==> config.mk <==
export PLATFORM = sky130hd
export DESIGN_NAME = gpio_serial_loader
export DESIGN_NICKNAME = d
export VERILOG_FILES = /design/src/rtl/gpio_serial_loader.sv
export SDC_FILE = /design/constraint.sdc
export NUM_CORES = 1
export LEC_CHECK = 0
export BUFFER_PORTS_ARGS = -buffer_cell sky130_fd_sc_hd__buf_2
export CAP_MARGIN = 20
export CELL_PAD_IN_SITES_DETAIL_PLACEMENT = 1
export CELL_PAD_IN_SITES_GLOBAL_PLACEMENT = 2
export CORE_ASPECT_RATIO = 0.7
export CORE_MARGIN = 2
export CORE_UTILIZATION = 29
export CTS_CLUSTER_DIAMETER = 30
export DETAILED_ROUTE_END_ITERATION = 12
export PLACE_DENSITY_LB_ADDON = 0.15
export SYNTH_ARGS = -nofsm -noshare
export SYNTH_HDL_FRONTEND = slang
export SYNTH_SLANG_ARGS = --single-unit
export TNS_END_PERCENT = 20
==> constraint.sdc <==
create_clock -name clock -period 2.14 [get_ports clock]
set_clock_uncertainty 0.1 [all_clocks]
set_input_delay 0.642 -clock clock [delete_from_list [all_inputs] [get_ports clock]]
set_output_delay 0.642 -clock clock [all_outputs]
set_load 0.02 [all_outputs]
==> src/rtl/gpio_serial_loader.sv <==
// Loads per-pad configuration words into the two user-area pad control chains,
// shifting both chains in parallel MSB first, then strobing a common load.
module gpio_serial_loader #(
  parameter int AREA1PADS  = 19,
  parameter int TOTAL_PADS = 38,
  parameter int CFG_BITS   = 13,
  parameter int AW         = $clog2(TOTAL_PADS)
) (
  input  logic                clock,
  input  logic                resetn,
  input  logic                start,
  output logic [AW-1:0]       cfg_addr_1,
  input  logic [CFG_BITS-1:0] cfg_data_1,
  output logic [AW-1:0]       cfg_addr_2,
  input  logic [CFG_BITS-1:0] cfg_data_2,
  output logic                serial_clock,
  output logic                serial_data_1,
  output logic                serial_data_2,
  output logic                serial_load,
  output logic                busy,
  output logic                done
);

  localparam int N1   = AREA1PADS;
  localparam int N2   = TOTAL_PADS - AREA1PADS;
  localparam int S    = (N1 > N2) ? N1 : N2;
  localparam int PAD1 = S - N1;
  localparam int PAD2 = S - N2;
  localparam int KW   = (S > 1) ? $clog2(S) : 1;
  localparam int BW   = (CFG_BITS > 1) ? $clog2(CFG_BITS) : 1;

  typedef enum logic [2:0] {IDLE, F0, F1, SLO, SHI, LOAD} state_t;

  state_t              state_reg, state_next;
  logic [KW-1:0]       k_reg, k_next;
  logic [BW-1:0]       bit_reg, bit_next;
  logic [CFG_BITS-1:0] sr1_reg, sr1_next, sr2_reg, sr2_next;
  logic [AW-1:0]       addr1_reg, addr1_next, addr2_reg, addr2_next;
  logic                done_reg, done_next;
  logic                pad_step_1, pad_step_2;

  // Chain 1 is walked from its highest pad down so pad 0 ends up shifted last;
  // the shorter chain is front-padded so both finish on the same step.
  function automatic logic [AW-1:0] addr_1_of(input logic [KW-1:0] k);
    logic [AW-1:0] a;
    if (int'(k) < PAD1) a = '0;
    else                a = AW'(N1 - 1 - (int'(k) - PAD1));
    return a;
  endfunction

  function automatic logic [AW-1:0] addr_2_of(input logic [KW-1:0] k);
    logic [AW-1:0] a;
    if (int'(k) < PAD2) a = '0;
    else                a = AW'(AREA1PADS + (int'(k) - PAD2));
    return a;
  endfunction

  assign pad_step_1 = int'(k_reg) < PAD1;
  assign pad_step_2 = int'(k_reg) < PAD2;

  always_ff @(posedge clock) begin
    if (!resetn) begin
      state_reg <= IDLE;
      k_reg     <= '0;
      bit_reg   <= '0;
      sr1_reg   <= '0;
      sr2_reg   <= '0;
      addr1_reg <= '0;
      addr2_reg <= '0;
      done_reg  <= 1'b0;
    end else begin
      state_reg <= state_next;
      k_reg     <= k_next;
      bit_reg   <= bit_next;
      sr1_reg   <= sr1_next;
      sr2_reg   <= sr2_next;
      addr1_reg <= addr1_next;
      addr2_reg <= addr2_next;
      done_reg  <= done_next;
    end
  end

  always_comb begin
    state_next = state_reg;
    k_next     = k_reg;
    bit_next   = bit_reg;
    sr1_next   = sr1_reg;
    sr2_next   = sr2_reg;
    addr1_next = addr1_reg;
    addr2_next = addr2_reg;
    done_next  = 1'b0;
    case (state_reg)
      IDLE: begin
        if (start) begin
          state_next = F0;
          k_next     = '0;
          addr1_next = addr_1_of('0);
          addr2_next = addr_2_of('0);
        end
      end
      F0: state_next = F1;
      F1: begin
        sr1_next   = pad_step_1 ? '0 : cfg_data_1;
        sr2_next   = pad_step_2 ? '0 : cfg_data_2;
        bit_next   = BW'(CFG_BITS - 1);
        state_next = SLO;
      end
      SLO: state_next = SHI;
      SHI: begin
        sr1_next = sr1_reg << 1;
        sr2_next = sr2_reg << 1;
        if (bit_reg != '0) begin
          bit_next   = bit_reg - BW'(1);
          state_next = SLO;
        end else if (int'(k_reg) < S - 1) begin
          k_next     = k_reg + KW'(1);
          addr1_next = addr_1_of(k_reg + KW'(1));
          addr2_next = addr_2_of(k_reg + KW'(1));
          state_next = F0;
        end else begin
          state_next = LOAD;
        end
      end
      LOAD: begin
        state_next = IDLE;
        done_next  = 1'b1;
      end
      default: state_next = IDLE;
    endcase
  end

  // Data is presented in SLO and held through SHI, so it only moves while serial_clock is low.
  assign serial_clock  = (state_reg == SHI);
  assign serial_load   = (state_reg == LOAD);
  assign serial_data_1 = ((state_reg == SLO) || (state_reg == SHI)) && sr1_reg[CFG_BITS-1];
  assign serial_data_2 = ((state_reg == SLO) || (state_reg == SHI)) && sr2_reg[CFG_BITS-1];
  assign busy          = (state_reg != IDLE);
  assign done          = done_reg;
  assign cfg_addr_1    = addr1_reg;
  assign cfg_addr_2    = addr2_reg;

endmodule

==> summary.txt <==
Status - complete, no violations
Reg power frac - 44.4%
Synth warn - 0
CP Capture Type - output pin
PD cells - 714 nW/um^2
Drt pass-1 iters - 4
Cell internal pwr - 1.71 mW
Core area - 8370 sq um
Vias per cell - 5.03
Final hold vios - 0
Routed Antenna Nets - 0
Vias in the first global route - 2229
CTS root buf - clkbuf_16
Die area - 9340 sq um
WL/cell - 14.8 um
Largest net degree at the start of global routing - 32
Switching share of power - 24.6%
DRC - 0
Clk Latency, worst-skew pair - 0.29 ns
Clk slew on worst S/H paths - 0.07 ns
Crit start category - flop
Top cells by area, synth - dfxtp_1 (39%), mux2i_1 (8.5%), a211oi_1 (5.7%), nor2_1 (5.0%), a22oi_1 (3.3%)
Critical path required time - 1.40 ns
Hold_buf cts - 0
Place WS - -0.0760 ns
CP max-delay cell - or3b_4
Final core occ - 38.0%
Nets@finish - 366
Total GRT Usage - 15.0%
Most frequent cells in the layout - dfxtp_1 (49), buf_2 (43), nor2_1 (33)
Area grow syn2layout - 28.1%
Die height - 81.4 um
Syn Nets - 319
Largest stage delay, worst path - 0.43 ns
I/O Buffers - 46
Final Cycle Share - 98.4%
Ant. Diodes - 0
Worst slew margin - 65.0%
CTS Buf Count - 5
Setup CP Type - reg2out
Initial antenna violation count - 0
Crit path launch - state_reg[1]
EDFF count, synth - 0
Fmax - 475 MHz
Slew Limit Fails - 0
Max-cap violations - 0
Worst path cell trace - or3b_4, buf_4, inv_2, buf_6
Critical path arrival - 1.36 ns
H-Tree Depth - 2
Initial core utilization - 29.7%
Critical path fanouts, max - 5
CP bufs+invs - 3
Yosys reg bits - 49
Sw Pwr - 0.559 mW
Hold_sp - sr2_reg[1]
Peak VDD IR - 263 uV
Combinational power share - 15.0%
Seq/Total Area, Yosys - 39.5%
Mapped Area - 2480 sq um
Clk pwr share - 40.6%
Worst hold-check path type - reg2reg
# clock sinks - 49
Wire length of the first global-routing pass - 11100 um
Worst Tran Pin Value - 0.526 ns
Yosys cell types - 49
Yosys top cell area share - 39.5%
RD Place Congestion - 0.744
Commonest non-fill, non-tap cell in the layout - dfxtp_1
Post-CTS setup buffers - 0
Gate Count Post-Synth - 287
Filler Cell Count - 977
Mapped Avg Cell Area - 8.66 sq um
DR iter-0 viols - 75
Final WS setup - 0.0334 ns
Top cell family by delay on the critical path - simple AND/OR/NAND/NOR gates
I/O pins - 47
Die X - 115 um
Post-Route WL - 6500 um
Global route overflow - 0
Layout cells sized above 1 - 28.7%
Top FF cell, synth - dfxtp_1
Fin crit period - 2.11 ns
CTS tree - done
Final setup viols - 0
Ys async rst share - 0%
Dpl hpwl - 4570 um
Via count - 2211
# rows - 28
Maximum root-to-sink buffer count - 2
Largest area contributor in the netlist - dfxtp_1
Leakage - 1.31 nW
RSZ-0062 raised after global routing - true
R2R Path Start - k_reg[0]
through the flow:
step,cells,hold WS [ns],power (mW),setup TNS (ns),area [sq um]
after floorplan,287,0.337,1.25,0,2480
after global placement,432,0.347,1.36,-0.0876,2950
after detailed placement,432,0.352,1.36,-0.174,2950
after CTS,440,0.361,2.31,0,3160
after global routing,440,0.392,2.38,-0.114,3180
final,440,0.356,2.27,0,3180
kinds of logic (layout without fill, tap and decap cells):
logic type                 after synthesis  after routing  synth area share, %
adders and majority gates                3              3                 1.51
and+or+nand+nor                         90             90                 18.7
xor gates and xnor gates                 8              8                 2.82
buffers and inverters                   38             86                 6.70
AOI/OAI and AO/OA                       78             78                 22.3
muxes                                   21             21                 8.46
DFF                                     49             49                 39.5
final timing paths:
kind | end | slack, ns | depth (start not counted)
worst max-delay path | serial_clock | 0.03 | 4
worst min-delay path | sr2_reg[1] | 0.36 | 2
worst max register to register | cfg_addr_2[5] | 0.12 | 6
worst min register to register | sr2_reg[1] | 0.36 | 2
cell usage after synthesis (2+ instances only):
master,count
ha_1,3
nor2_1,33
or4b_2,2
nand3b_1,5
o31a_1,5
a22oi_1,11
mux2i_1,21
o21ai_0,6
nand2b_1,5
a31oi_1,5
nor3_1,2
o221a_2,2
buf_4,2
dfxtp_1,49
or3_1,3
a21boi_0,2
inv_1,5
a2bb2oi_1,2
xor2_1,5
nor4_1,2
xnor2_1,3
buf_2,7
o31ai_1,2
nand3_1,8
a21oi_1,14
a211oi_1,19
clkbuf_1,21
and2_1,5
nor3_2,2
nor3b_1,3
nand2_1,15
worst reg2reg max path, cell delays in order, from the launching register on:
cell and delay [ns]:
dfxtp_1 0.38, inv_1 0.12, ha_4 0.27, or4b_2 0.61
o22ai_1 0.14, a222oi_1 0.17, o21ai_1 0.16
power by group through the flow:
| stage | sequential [mW] | combinational (mW) | clock (mW) |
|---|---|---|---|
| floorplan | 1.03 | 0.219 | 0 |
| global placement | 1.03 | 0.333 | 0 |
| detailed placement | 1.03 | 0.335 | 0 |
| CTS | 1.01 | 0.341 | 0.956 |
| global route | 1.02 | 0.382 | 0.984 |
| finish | 1.01 | 0.340 | 0.923 |
what timing repair did:
| item | in CTS | in global routing |
|---|---|---|
| resized for setup | 9 | 7 |
| cloned | 0 | 0 |
| endpoints found under the setup margin | 5 | 11 |
| pin swaps | 1 | 0 |
layout make-up:
class / instances / area, sq um / share of cell area, %
Clock buffer: 7 / 143 / 4.48
Timing Repair Buffer: 72 / 490 / 15.4
Multi-Input combinational cell: 200 / 1390 / 43.5
Sequential cell: 49 / 981 / 30.8
Tap cell: 105 / 131 / 4.13
Clock inverter: 1 / 30.0 / 0.943
Inverter: 6 / 22.5 / 0.708
routing by layer:
layer	wire length, um	global-route usage [%]	vias to the layer above
met5	0	0	-
met4	52	4.02	0
met3	298	3.69	4
met2	2590	21.8	40
met1	3560	22.0	1037
li1	-	-	1130
(Power assumes the default switching activity.)
